File: config.mk
export PLATFORM = sky130hd
export DESIGN_NAME = text_overlay_ctrl
export DESIGN_NICKNAME = d
export VERILOG_FILES = /design/src/rtl/text_overlay_pkg.sv /design/src/rtl/text_buffer_ram.sv /design/src/rtl/text_overlay_ctrl.sv
export SDC_FILE = /design/constraint.sdc
export NUM_CORES = 1
export LEC_CHECK = 0
export ABC_AREA = 1
export CORE_MARGIN = 4
export CORE_UTILIZATION = 30
export DETAILED_ROUTE_END_ITERATION = 7
export HOLD_SLACK_MARGIN = 0.06
export PLACE_DENSITY = 0.44
export SETUP_SLACK_MARGIN = 0.15
export SLEW_MARGIN = 20
export SYNTH_ARGS = -nofsm -noshare
export SYNTH_HDL_FRONTEND = slang
export SYNTH_SLANG_ARGS = --single-unit
File: constraint.sdc
create_clock -name clk -period 4.95 [get_ports clk]
set_clock_uncertainty 0.1 [all_clocks]
set_input_delay 0.99 -clock clk [delete_from_list [all_inputs] [get_ports clk]]
set_output_delay 0.99 -clock clk [all_outputs]
set_load 0.005 [all_outputs]
File: src/rtl/text_overlay_pkg.sv
// Shared types and constants for the text overlay controller.
// Cell geometry is fixed at 8x8 glyph pixels; only 5 columns come from the ROM.
package text_overlay_pkg;

  typedef enum logic {
    IDLE  = 1'b0,
    CLEAR = 1'b1
  } ovl_state_e;

  localparam int CELL_W  = 8;
  localparam int CELL_H  = 8;
  localparam int GLYPH_W = 5;

  localparam logic [7:0] SPACE_CODE = 8'h20;

endpackage

File: src/rtl/text_buffer_ram.sv
// Single-clock character buffer: one write port, one registered read port.
// A read and a write to the same address in one cycle return the old data.
module text_buffer_ram #(
  parameter int DEPTH = 128,
  parameter int AW    = $clog2(DEPTH),
  parameter int DW    = 8
) (
  input  logic          clk,
  input  logic          we_i,
  input  logic [AW-1:0] waddr_i,
  input  logic [DW-1:0] wdata_i,
  input  logic [AW-1:0] raddr_i,
  output logic [DW-1:0] rdata_o
);

  logic [DW-1:0] mem_q [DEPTH];
  logic [DW-1:0] rdata_q;

  // No reset: contents are owned by the clear engine.
  always_ff @(posedge clk) begin
    if (we_i) begin
      mem_q[waddr_i] <= wdata_i;
    end
    rdata_q <= mem_q[raddr_i];
  end

  assign rdata_o = rdata_q;

endmodule

File: src/rtl/text_overlay_ctrl.sv
// Text window overlay: maps the VGA raster onto a character buffer, drives the
// glyph ROM and returns pixel_on two cycles after hc/vc. Also owns clear and cursor blink.
module text_overlay_ctrl
  import text_overlay_pkg::*;
#(
  parameter int COLS         = 32,
  parameter int ROWS         = 4,
  parameter int X0           = 0,
  parameter int Y0           = 0,
  parameter int LOG2_SCALE   = 1,
  parameter int BLINK_FRAMES = 30,
  parameter int AW           = $clog2(COLS*ROWS)
) (
  input  logic          clk,
  input  logic          rst,
  input  logic [10:0]   hc,
  input  logic [10:0]   vc,
  input  logic          video_on,
  input  logic          frame_start,
  input  logic          wr_en,
  input  logic [AW-1:0] wr_addr,
  input  logic [7:0]    wr_data,
  input  logic          clr,
  output logic          busy,
  input  logic          cursor_en,
  input  logic [AW-1:0] cursor_addr,
  output logic [7:0]    char_select,
  output logic [2:0]    char_x,
  output logic [2:0]    char_y,
  input  logic          rom_pixel,
  output logic          pixel_on
);

  localparam int DEPTH = COLS * ROWS;
  localparam int CW    = $clog2(COLS);
  localparam int SH    = $clog2(CELL_W) + LOG2_SCALE;
  localparam int BW    = (BLINK_FRAMES > 1) ? $clog2(BLINK_FRAMES) : 1;
  localparam logic [11:0] WIN_W = 12'((COLS * CELL_W) << LOG2_SCALE);
  localparam logic [11:0] WIN_H = 12'((ROWS * CELL_H) << LOG2_SCALE);

  // ---------------- S1 geometry (combinational) ----------------
  logic [11:0]   dx, dy;
  logic [10:0]   rel_x, rel_y, col_full, row_full;
  logic          in_win;
  logic [AW-1:0] rd_addr;
  logic [2:0]    gx, gy;

  // The borrow bit of the 12-bit subtraction flags hc < X0 / vc < Y0.
  assign dx       = {1'b0, hc} - 12'(X0);
  assign dy       = {1'b0, vc} - 12'(Y0);
  assign rel_x    = dx[10:0];
  assign rel_y    = dy[10:0];
  assign in_win   = video_on && !dx[11] && !dy[11] &&
                    ({1'b0, rel_x} < WIN_W) && ({1'b0, rel_y} < WIN_H);
  assign col_full = rel_x >> SH;
  assign row_full = rel_y >> SH;
  assign rd_addr  = AW'((row_full << CW) | col_full);
  assign gx       = rel_x[LOG2_SCALE +: 3];
  assign gy       = rel_y[LOG2_SCALE +: 3];

  // ---------------- S1 registers ----------------
  logic       in_win_q, cur_match_q, rd_ok_q, pixel_on_q;
  logic [2:0] gx_q, gy_q;
  logic [7:0] rd_data;

  always_ff @(posedge clk or posedge rst) begin
    if (rst) begin
      in_win_q    <= 1'b0;
      cur_match_q <= 1'b0;
      rd_ok_q     <= 1'b0;
      gx_q        <= '0;
      gy_q        <= '0;
    end else begin
      in_win_q    <= in_win;
      cur_match_q <= (rd_addr == cursor_addr);
      rd_ok_q     <= 1'b1;
      gx_q        <= gx;
      gy_q        <= gy;
    end
  end

  // ---------------- Clear FSM and buffer write port ----------------
  ovl_state_e    state_q;
  logic [AW-1:0] ptr_q;
  logic          busy_q;
  logic          ram_we;
  logic [AW-1:0] ram_waddr;
  logic [7:0]    ram_wdata;

  always_ff @(posedge clk or posedge rst) begin
    if (rst) begin
      state_q <= CLEAR;
      ptr_q   <= '0;
      busy_q  <= 1'b1;
    end else begin
      case (state_q)
        IDLE: begin
          if (clr) begin
            state_q <= CLEAR;
            ptr_q   <= '0;
            busy_q  <= 1'b1;
          end
        end
        CLEAR: begin
          ptr_q <= ptr_q + 1'b1;
          if (ptr_q == AW'(DEPTH - 1)) begin
            state_q <= IDLE;
            busy_q  <= 1'b0;
          end
        end
        default: begin
          state_q <= IDLE;
          busy_q  <= 1'b0;
        end
      endcase
    end
  end

  // Host writes only reach the RAM while idle; during a clear they are dropped.
  always_comb begin
    ram_we    = 1'b0;
    ram_waddr = wr_addr;
    ram_wdata = wr_data;
    if (state_q == CLEAR) begin
      ram_we    = 1'b1;
      ram_waddr = ptr_q;
      ram_wdata = SPACE_CODE;
    end else if (wr_en) begin
      ram_we = 1'b1;
    end
  end

  assign busy = busy_q;

  text_buffer_ram #(
    .DEPTH (DEPTH),
    .AW    (AW),
    .DW    (8)
  ) u_buf (
    .clk     (clk),
    .we_i    (ram_we),
    .waddr_i (ram_waddr),
    .wdata_i (ram_wdata),
    .raddr_i (rd_addr),
    .rdata_o (rd_data)
  );

  // ---------------- Cursor blink ----------------
  logic [BW-1:0] blink_cnt_q;
  logic          blink_phase_q;

  always_ff @(posedge clk or posedge rst) begin
    if (rst) begin
      blink_cnt_q   <= '0;
      blink_phase_q <= 1'b0;
    end else if (frame_start) begin
      if (blink_cnt_q == BW'(BLINK_FRAMES - 1)) begin
        blink_cnt_q   <= '0;
        blink_phase_q <= ~blink_phase_q;
      end else begin
        blink_cnt_q <= blink_cnt_q + 1'b1;
      end
    end
  end

  // ---------------- S2: ROM drive and pixel register ----------------
  logic glyph_col, cursor_hit;

  assign glyph_col   = (gx_q < 3'(GLYPH_W));
  assign cursor_hit  = cursor_en && cur_match_q && blink_phase_q;
  // Before the first post-reset read the RAM output is undefined; show a space.
  assign char_select = rd_ok_q ? rd_data : SPACE_CODE;
  assign char_x      = glyph_col ? gx_q : 3'd0;
  assign char_y      = gy_q;

  always_ff @(posedge clk or posedge rst) begin
    if (rst) begin
      pixel_on_q <= 1'b0;
    end else begin
      pixel_on_q <= in_win_q && glyph_col && (rom_pixel ^ cursor_hit);
    end
  end

  assign pixel_on = pixel_on_q;

endmodule

==> metrics.yaml, run 1 <==
status: "finished clean"
hold_viol: 0
fmax_mhz: 264
drv_cap: 0
p_int_mw: 15.4
std_cell_rows: 139
drt_iter0_drc: 2183
r2r-start: "state_q$_DFF_PP1_"
syn-num-nets: 3788
grt_pass1_vias: 26486
ys_ff_latch: 1057
min-delay-start: "blink_phase_q$_DFFE_PP0P_"
pin_count: 68
synth_area_um2: 43600
insertion_delay_ns: 0.70
syn_to_final_growth_pct: 14.2
cts.sink_count: 1057
drc: 0
h-tree-depth: 3
coreArea_um2: 144000
ys.flop_type: "edfxtp_1"
setup-tns-final_ns: 0
async_flop_share_pct: 2.37
postCtsHoldBufs: 0
p_per_area_nw_per_um2: 415
postCtsSetupBuffers: 0
clk_pin_slew_ns: 0.06
synth_cell_types: 39
utilization_pct: 34.6
dpl.hpwl_um: 71300
grt_antenna_before_repair: 0
dieArea_um2: 151000
globalRouteOverflowTotal: 0
relSlewSlack_pct: 29.4
initial_core_util_pct: 30.3
cts_resized: 0
path_class: "register to register"
drive_gt1_share_pct: 7.62
synth-seq-area-share_pct: 72.4
critical_path_arrival_ns: 4.02
floorplan.die.height_um: 389
layout.nets: 3813
r2r_cells: 9
p_comb_share_pct: 10.3
wire_per_inst_um: 21.7
rrSetupSlack_ns: 1.16
peakVddDrop_mv: 0.303
worstMarginPinSlew_ns: 1.05
cts.path.max_buffers: 3
path_max_fanout: 22
netSwitchingFraction_pct: 25.4
cp-start-kind: "register"
rsz0062_at_grt: "no"
dr_total_vias: 27514
fin_crit_ns: 3.79
cts_tree: "built"
avgSynthCellArea_um2: 11.7
firstDrtPassIters: 8
cts_buffers: 114
final_cell_mix: "1240 x nand2_1, 1024 x edfxtp_1, 933 x nand3_1"
cts.root.buffer_cell: "clkbuf_16"
synth_warnings: 0
routed_via_density: 4.78
p_leak_nw: 17.6
synth_edf_count: 1024
final_common_cell: "nand2_1"
syn_inst: 3733
r2r-end: "u_buf.mem_q[66][4]$_DFFE_PP_"
grt_max_degree: 174
p_seq_share_pct: 49.4
min_to: "blink_phase_q$_DFFE_PP0P_"
end_kind: "register"
portBuffers: 65
holdPathStages: 1
slew_violations: 0
p_sw_mw: 5.26
place.gp.congestion: 0.754
critPathRequiredTime_ns: 5.18
wirelength_um: 125000
die_w_um: 389
hold_class: "register to register"
grt_first_pass_wirelength_um: 184000
clock_power_share_pct: 40.3
drtAntennaViolNets: 0
grt_util_all_layers_pct: 16.2
setup_viol: 0
timing.final.crit_share_pct: 76.6
## per-stage QoR
stage / hold WS, ns / power (mW) / instances / worst slack [ns] / instance area (um2)
floorplan: 0.341 / 11.6 / 3733 / 1.45 / 43600
global placement: 0.358 / 12.5 / 5545 / 0.784 / 46100
detailed placement: 0.364 / 12.6 / 5545 / 0.801 / 46100
CTS: 0.373 / 20.9 / 5760 / 1.09 / 49800
global route: 0.387 / 21.5 / 5760 / 0.882 / 49800
finish: 0.370 / 20.7 / 5761 / 1.16 / 49800
## cells by family after synthesis
group	synth area share, %
DFF	72.4
AOI/OAI and AO/OA	0.273
xor gates and xnor gates	0.221
buffers and inverters	3.69
and+or+nand+nor	23.3
adders and majority gates	0.0862
other	0.00861
## per-layer routing
layer  share of wire [%]  global-route usage, %  vias to the layer above
met5                   0                      0                        -
met4                 1.9                   3.88                        0
met3                 4.3                   1.98                      145
met2                  47                   25.8                      581
met1                  47                   23.6                    13636
li1                    -                      -                    13152
## cells in the mapped netlist, types with 2 or more instances
library cell  count  share of area (%)
inv_1            35               0.30
buf_8             2              0.069
inv_2            12               0.10
or2_1             3              0.043
nor2_2            6              0.086
buf_4            32               0.55
xnor2_1           7               0.14
nand3_1         935                 11
a21oi_1           7              0.080
nand4_1           2              0.029
buf_1            26               0.22
edfxtp_1       1024                 71
buf_2           111                1.3
clkbuf_1         24               0.21
nor4_1            2              0.029
nor2_4            2              0.052
buf_6            36               0.93
o21ai_2           5               0.10
o21ai_0           4              0.046
nor2_1          149                1.3
dfrtp_1          23                1.3
dfstp_2           2               0.12
nor3_2            6               0.14
nand2_1        1240                 11
nor3_1            5              0.057
nand2_2           8               0.11
xor2_1            4              0.080
dfxtp_1           8               0.37
ha_1              3              0.086
## cell type report
class / instances / area [um2]
antenna: 1 / 2.50
sequential: 1057 / 31500
fill: 14323 / 94200
multi-input combinational: 2397 / 10500
clock buffer: 154 / 3120
tap: 1903 / 2380
timing repair buffer: 140 / 1490
inverter: 48 / 206
clock inverter: 61 / 529
## worst max path at each step
| stage | slack [ns] | endpoint | startpoint | depth (start not counted) |
|---|---|---|---|---|
| 4_1_cts | 1.09 | u_buf.mem_q[10][3]$_DFFE_PP_ | state_q$_DFF_PP1_ | 9 |
| 5_1_grt | 0.88 | u_buf.mem_q[10][6]$_DFFE_PP_ | state_q$_DFF_PP1_ | 9 |
| 6_report | 1.16 | u_buf.mem_q[66][4]$_DFFE_PP_ | state_q$_DFF_PP1_ | 9 |
| 3_3_place_gp | 0.78 | u_buf.mem_q[10][3]$_DFFE_PP_ | wr_addr[0] | 7 |
| 2_1_floorplan | 1.45 | u_buf.mem_q[0][0]$_DFFE_PP_ | wr_data[0] | 2 |
| 3_5_place_dp | 0.80 | u_buf.mem_q[10][3]$_DFFE_PP_ | wr_addr[0] | 7 |
## critical path: stages (launching register included)
cell and delay [ns]:
dfstp_2 0.97, inv_2 0.18, nor2_2 0.14, inv_2 0.05, o21ai_2 0.16, inv_2 0.13
nor3_2 0.15, nand2_1 0.51, buf_4 0.42, nor2_1 0.61
## power by group through the flow
stage	combinational, mW	sequential (mW)	clock, mW
6_report	2.12	10.2	8.33
5_1_grt	2.30	10.2	8.92
4_1_cts	2.16	10.2	8.55
3_5_place_dp	2.16	10.4	0
3_3_place_gp	2.15	10.4	0
2_1_floorplan	1.19	10.4	0
## state kept, by name, summed over array words and instances (netlist names)
register / count
gx_q: 3
rd_ok_q: 1
u_buf.mem_q: 1024
blink_phase_q: 1
char_y: 3
ptr_q: 7
u_buf.rdata_o: 8
in_win_q: 1
state_q: 1
pixel_on: 1
busy: 1
blink_cnt_q: 5
cur_match_q: 1
Power figures use the tool's default switching activity.
==> run 2, diff against run 1 <==
PLACE_DENSITY = 0.42   (was 0.44)
clock period = 3.65 ns   (was 4.95 ns; I/O delays follow)
==> run 2 against run 1 <==
Sequential share of layout area decreased by 1.6 points. Sequential cell count unchanged. Fmax increased by 17%. Worst hold slack got worse by 0.092 ns. Die area unchanged. Setup slack got worse by 0.75 ns.
==> metrics.yaml, run 2 (synthesis gave the netlist of run 1 again) <==
cts.sink_count: 1057  # unchanged
end_kind: "register"  # unchanged
h-tree-depth: 3  # unchanged
grt_util_all_layers_pct: 16.5  # was 16.2%
syn_to_final_growth_pct: 17.1  # was 14.2%
path_cells: "inv_2 -> nand2_1 -> nand2_1 -> nor2_1 -> nand3_2 -> buf_12 -> buf_4 -> nor2_1"  # was inv_2 -> nor2_2 -> inv_2 -> o21ai_2 -> inv_2 -> nor3_2 -> nand2_1 -> buf_4 -> nor2_1
critPathBufInv: 3  # was 4
critPathRequiredTime_ns: 3.91  # was 5.18 ns
p_leak_nw: 18.3  # was 17.6 nW
slew_violations: 0  # unchanged
globalRouteOverflowTotal: 0  # unchanged
timing.final.crit_share_pct: 88.8  # was 76.6%
grt_antenna_before_repair: 1  # was 0
grt_max_degree: 129  # was 174
hold_class: "input pin to asynchronous set/reset pin"  # was register to register
relSlewSlack_pct: 29.9  # was 29.4%
cts_buffers: 115  # was 114
slowest_stage: "dfstp_2"  # unchanged
drt_iter0_drc: 2278  # was 2183
std_cell_rows: 139  # unchanged
insertion_delay_ns: 0.73  # was 0.70 ns
power_mw: 28.4  # was 20.7 mW
status: "finished clean"  # unchanged
path_class: "register to register"  # unchanged
fin_crit_ns: 3.24  # was 3.79 ns
cp-start-kind: "register"  # unchanged
drtAntennaViolNets: 0  # unchanged
final_cell_mix: "1240 x nand2_1, 1024 x edfxtp_1, 933 x nand3_1"  # unchanged
postCtsHoldBufs: 0  # unchanged
cts_tree: "built"  # unchanged
rsz0062_at_grt: "no"  # unchanged
cts_resized: 0  # unchanged
dpl.hpwl_um: 75700  # was 71300 um
slowest_delay_ns: 0.70  # was 0.97 ns
drv_cap: 0  # unchanged
hold_viol: 0  # unchanged
peakVddDrop_mv: 0.374  # was 0.303 mV
final_common_cell: "nand2_1"  # unchanged
dr_total_vias: 27857  # was 27514
fin_area_um2: 51000  # was 49800 um2
postCtsSetupBuffers: 0  # unchanged
firstDrtPassIters: 7  # was 8
layout.nets: 3924  # was 3813
portBuffers: 65  # unchanged
drc: 0  # unchanged
place_inst: 5655  # was 5545
dieArea_um2: 151000  # unchanged
pin_count: 68  # unchanged
routed_via_density: 4.74  # was 4.78
wire_per_inst_um: 21.6  # was 21.7 um
initial_core_util_pct: 30.3  # unchanged
fmax_mhz: 309  # was 264 MHz
coreArea_um2: 144000  # unchanged
critical_path_arrival_ns: 3.50  # was 4.02 ns
grt_first_pass_wirelength_um: 186000  # was 184000 um
place.gp.congestion: 0.775  # was 0.754
cts.root.buffer_cell: "clkbuf_16"  # unchanged
p_per_area_nw_per_um2: 556  # was 415 nW/um2
regMostFlops: "u_buf.mem_q"  # unchanged
cts.path.max_buffers: 3  # unchanged
dpl_cell_area_um2: 47400  # was 46100 um2
path_max_fanout: 13  # was 22
drive_gt1_share_pct: 10.1  # was 7.62%
setup_viol: 0  # unchanged
stdcell_count: 5875  # was 5761
floorplan.die.height_um: 389  # unchanged
wirelength_um: 127000  # was 125000 um
largest_register_ffs: 1024  # unchanged
die_w_um: 389  # unchanged
worstMarginPinSlew_ns: 1.05  # about the same
cp_top_family: "simple AND/OR/NAND/NOR gates"  # unchanged
clk_pin_slew_ns: 0.06  # about the same
grt_pass1_vias: 26954  # was 26486
## run 2: changes by cell type in the layout (fill, tap and decap cells not counted), sizes merged
cell and change:
clkinvlp -2, clkbuf -6, clkinv +8, inv +3, bufinv +1, buf +110
## run 2: area by class of cell
class / instances / area (um2)
clock inverter: 71 / 631
timing repair buffer: 250 / 2740
multi-input combinational: 2397 / 10500
fill: 14233 / 93000
clock buffer: 148 / 3030
antenna: 1 / 2.50
inverter: 48 / 206
tap: 1903 / 2380
sequential: 1057 / 31500
## run 2: report_power, final
group | switching (mW) | total [mW] | internal (mW) | leakage (nW)
combinational | 2.25 | 3.13 | 0.874 | 6.76
sequential | 0.122 | 13.8 | 13.7 | 9.76
clock | 4.90 | 11.4 | 6.50 | 1.78
## run 2: layer usage
metal / global-route usage, % / part of all wire (%)
met4: 3.71 / 2.0
met1: 23.4 / 47
met5: 0 / 0
met2: 26.6 / 47
met3: 2.78 / 4.5
## run 2: stage by stage
stage	setup WS [ns]	util (%)	TNS, ns	hold slack [ns]
3_3_place_gp	0.0713	32.9	0	0.356
6_report	0.410	35.4	0	0.279
5_1_grt	0.262	35.4	0	0.280
2_1_floorplan	-0.999	-	-511.57	0.341
4_1_cts	0.331	35.4	0	0.232
3_5_place_dp	0.0288	32.9	0	0.361
## run 2: path summary, 6_finish.rpt
| kind | start | to | slack (ns) | depth (start not counted) |
|---|---|---|---|---|
| max | state_q$_DFF_PP1_ | u_buf.mem_q[8][2]$_DFFE_PP_ | 0.41 | 8 |
| max in group asynchronous | rst | busy$_DFFE_PP1P_ | 2.85 | 3 |
| max reg2reg | state_q$_DFF_PP1_ | u_buf.mem_q[8][2]$_DFFE_PP_ | 0.41 | 8 |
| min reg2reg | blink_phase_q$_DFFE_PP0P_ | blink_phase_q$_DFFE_PP0P_ | 0.37 | 1 |
| min | rst | gx_q[2]$_DFF_PP0_ | 0.28 | 3 |
| min in group clk | hc[2] | gx_q[1]$_DFF_PP0_ | 0.34 | 1 |
## run 2: worst min-delay path, delay by kind of cell
family,cells,cell delay [ns]
buffers and inverters,3,0.79
==> run 3, diff against run 2 <==
REMOVE_ABC_BUFFERS = 1   (was default)
==> run 3 against run 2 <==
Sequential power about the same. Sequential share of layout area up 0.093 points. Global-route usage up 0.051 points. Non-clock buffer count up 35. Wire length up 0.92%. Highest routed layer unchanged.
==> metrics.yaml, run 3 (synthesis gave the netlist of run 1 again) <==
r2r-start: "state_q$_DFF_PP1_"  # unchanged
worstSetupStartpoint: "state_q$_DFF_PP1_"  # unchanged
rsz0062_at_grt: "no"  # unchanged
dieArea_um2: 151000  # unchanged
final_common_cell: "nand2_1"  # unchanged
utilization_pct: 35.4  # about the same
p_per_area_nw_per_um2: 553  # was 556 nW/um2
cp-start-kind: "register"  # unchanged
min-delay-start: "vc[3]"
portBuffers: 65  # unchanged
grt_first_pass_wirelength_um: 187000  # was 186000 um
layout.nets: 3957  # was 3924
grt_max_degree: 133  # was 129
setup_viol: 0  # unchanged
cts.root.buffer_cell: "clkbuf_16"  # unchanged
setup-tns-final_ns: 0  # unchanged
initial_core_util_pct: 30.3  # unchanged
regMostFlops: "u_buf.mem_q"  # unchanged
relSlewSlack_pct: 30.7  # was 29.9%
holdPathStages: 1
path_class: "register to register"  # unchanged
worstMarginPinSlew_ns: 1.04  # was 1.05 ns
slowest_delay_ns: 0.80  # was 0.70 ns
dpl.hpwl_um: 73600  # was 75700 um
p_leak_nw: 18.4  # was 18.3 nW
syn_to_final_growth_pct: 16.9  # was 17.1%
drtAntennaViolNets: 0  # unchanged
drt_iter0_drc: 2147  # was 2278
coreArea_um2: 144000  # unchanged
wirelength_um: 128000  # was 127000 um
drive_gt1_share_pct: 10.8  # was 10.1%
cts_tree: "built"  # unchanged
h-tree-depth: 3  # unchanged
multi_input_comb_area_um2: 10500  # about the same
cts.path.max_buffers: 3  # unchanged
wire_per_inst_um: 21.7  # was 21.6 um
layout.area.seq_um2: 31500  # unchanged
die_w_um: 389  # unchanged
hold_viol: 0  # unchanged
rrSetupSlack_ns: 0.56  # was 0.41 ns
path_cells: "inv_2 -> or2_1 -> o21ai_2 -> inv_2 -> nor2_2 -> nand2_1 -> nor2_1 -> buf_4"  # was inv_2 -> nand2_1 -> nand2_1 -> nor2_1 -> nand3_2 -> buf_12 -> buf_4 -> nor2_1
largest_register_ffs: 1024  # unchanged
timing.final.crit_share_pct: 84.7  # was 88.8%
pin_count: 68  # unchanged
fillCellCount: 14346  # was 14233
drc: 0  # unchanged
grt-busiest-layer: "met2"  # unchanged
r2r_cells: 8  # unchanged
place.gp.congestion: 0.764  # was 0.775
hold_ws_ns: 0.375  # was 0.279 ns
clk_pin_slew_ns: 0.06  # about the same
slowest_stage: "dfstp_2"  # unchanged
final_cell_mix: "1240 x nand2_1, 1024 x edfxtp_1, 935 x nand3_1"  # was 1240 x nand2_1, 1024 x edfxtp_1, 933 x nand3_1
postCtsHoldBufs: 0  # unchanged
firstDrtPassIters: 5  # was 7
insertion_delay_ns: 0.69  # was 0.73 ns
postCtsSetupBuffers: 0  # unchanged
floorplan.die.height_um: 389  # unchanged
cp_common_cell: "inv_2"
drv_cap: 0  # unchanged
end_kind: "register"  # unchanged
cts.sink_count: 1057  # unchanged
grt_use_met3_pct: 2.14  # was 2.78%
path_max_fanout: 15  # was 13
peakVddDrop_mv: 0.354  # was 0.374 mV
stdcell_count: 5900  # was 5875
place_inst: 5690  # was 5655
slew_violations: 0  # unchanged
std_cell_rows: 139  # unchanged
cts_resized: 0  # unchanged
fmax_mhz: 323  # was 309 MHz
cts_buffers: 113  # was 115
min_to: "char_y[2]$_DFF_PP0_"
critPathRequiredTime_ns: 3.95  # was 3.91 ns
critical_path_arrival_ns: 3.39  # was 3.50 ns
globalRouteOverflowTotal: 0  # unchanged
dr_total_vias: 27820  # was 27857
met2_usage_pct: 26.7  # was 26.6%
routed_via_density: 4.72  # was 4.74
status: "finished clean"  # unchanged
fin_crit_ns: 3.09  # was 3.24 ns
grt_pass1_vias: 27095  # was 26954
grt_antenna_before_repair: 2  # was 1
grt_util_all_layers_pct: 16.6  # was 16.5%
r2r-end: "u_buf.mem_q[60][4]$_DFFE_PP_"  # was u_buf.mem_q[8][2]$_DFFE_PP_
grt_use_met1_pct: 23.6  # was 23.4%
hold_class: "input pin to register"  # was input pin to asynchronous set/reset pin
-- run 3: cell types whose count changed in the layout (fill, tap and decap cells not counted), moves of 2 or more --
| cell | previous run | this run |
|---|---|---|
| nand3_1 | 933 | 935 |
| nand3_2 | 3 | 1 |
| inv_16 | 3 | 1 |
| clkbuf_1 | 30 | 27 |
| clkinv_1 | 31 | 29 |
| buf_4 | 131 | 186 |
| buf_12 | 56 | 35 |
| bufinv_16 | 9 | 11 |
-- run 3: area by class of cell --
| cell class | instances | share of cell area [%] |
|---|---|---|
| inverter | 48 | 0.405 |
| multi-input combinational | 2397 | 20.6 |
| clock inverter | 65 | 1.15 |
| tap | 1903 | 4.67 |
| antenna | 1 | 0.00491 |
| timing repair buffer | 285 | 5.39 |
| sequential | 1057 | 61.9 |
| clock buffer | 144 | 5.90 |
-- run 3: where the power goes --
group,switching [mW],internal (mW),leakage (nW)
clock network,4.74,6.56,1.76
registers,0.121,13.7,9.76
logic,2.27,0.776,6.86
total,7.13,21.0,18.4
-- run 3: per-stage QoR --
stage	worst slack [ns]	power, mW	instance area (um2)
after floorplan	-0.999	15.5	42200
after global placement	0.380	17.2	47400
after detailed placement	0.383	17.2	47400
after CTS	0.506	28.5	50900
after global routing	0.426	29.3	50900
final	0.557	28.2	50900
-- run 3: critical path: cells and delay by family (launching register included) --
kind	cells	cell delay, ns
buffers and inverters	3	0.47
and+or+nand+nor	4	1.27
DFF	1	0.80
AOI/OAI and AO/OA	1	0.14
-- run 3: worst max path at each step --
stage                                         to  slack [ns]  cells after the start
CTS                 u_buf.mem_q[21][0]$_DFFE_PP_        0.51                      7
global placement    u_buf.mem_q[93][3]$_DFFE_PP_        0.38                      5
global route        u_buf.mem_q[21][5]$_DFFE_PP_        0.43                      7
floorplan            u_buf.mem_q[0][0]$_DFFE_PP_        -1.0                      2
detailed placement  u_buf.mem_q[93][1]$_DFFE_PP_        0.38                      5
finish              u_buf.mem_q[60][4]$_DFFE_PP_        0.56                      8
-- run 3: per-layer routing --
metal / wire, um / up-vias / share of wire, %
li1: - / 13431 / -
met1: 60100 / 13664 / 47
met2: 59700 / 583 / 47
met3: 5550 / 142 / 4.3
met4: 2580 / 0 / 2.0
met5: 0 / - / 0
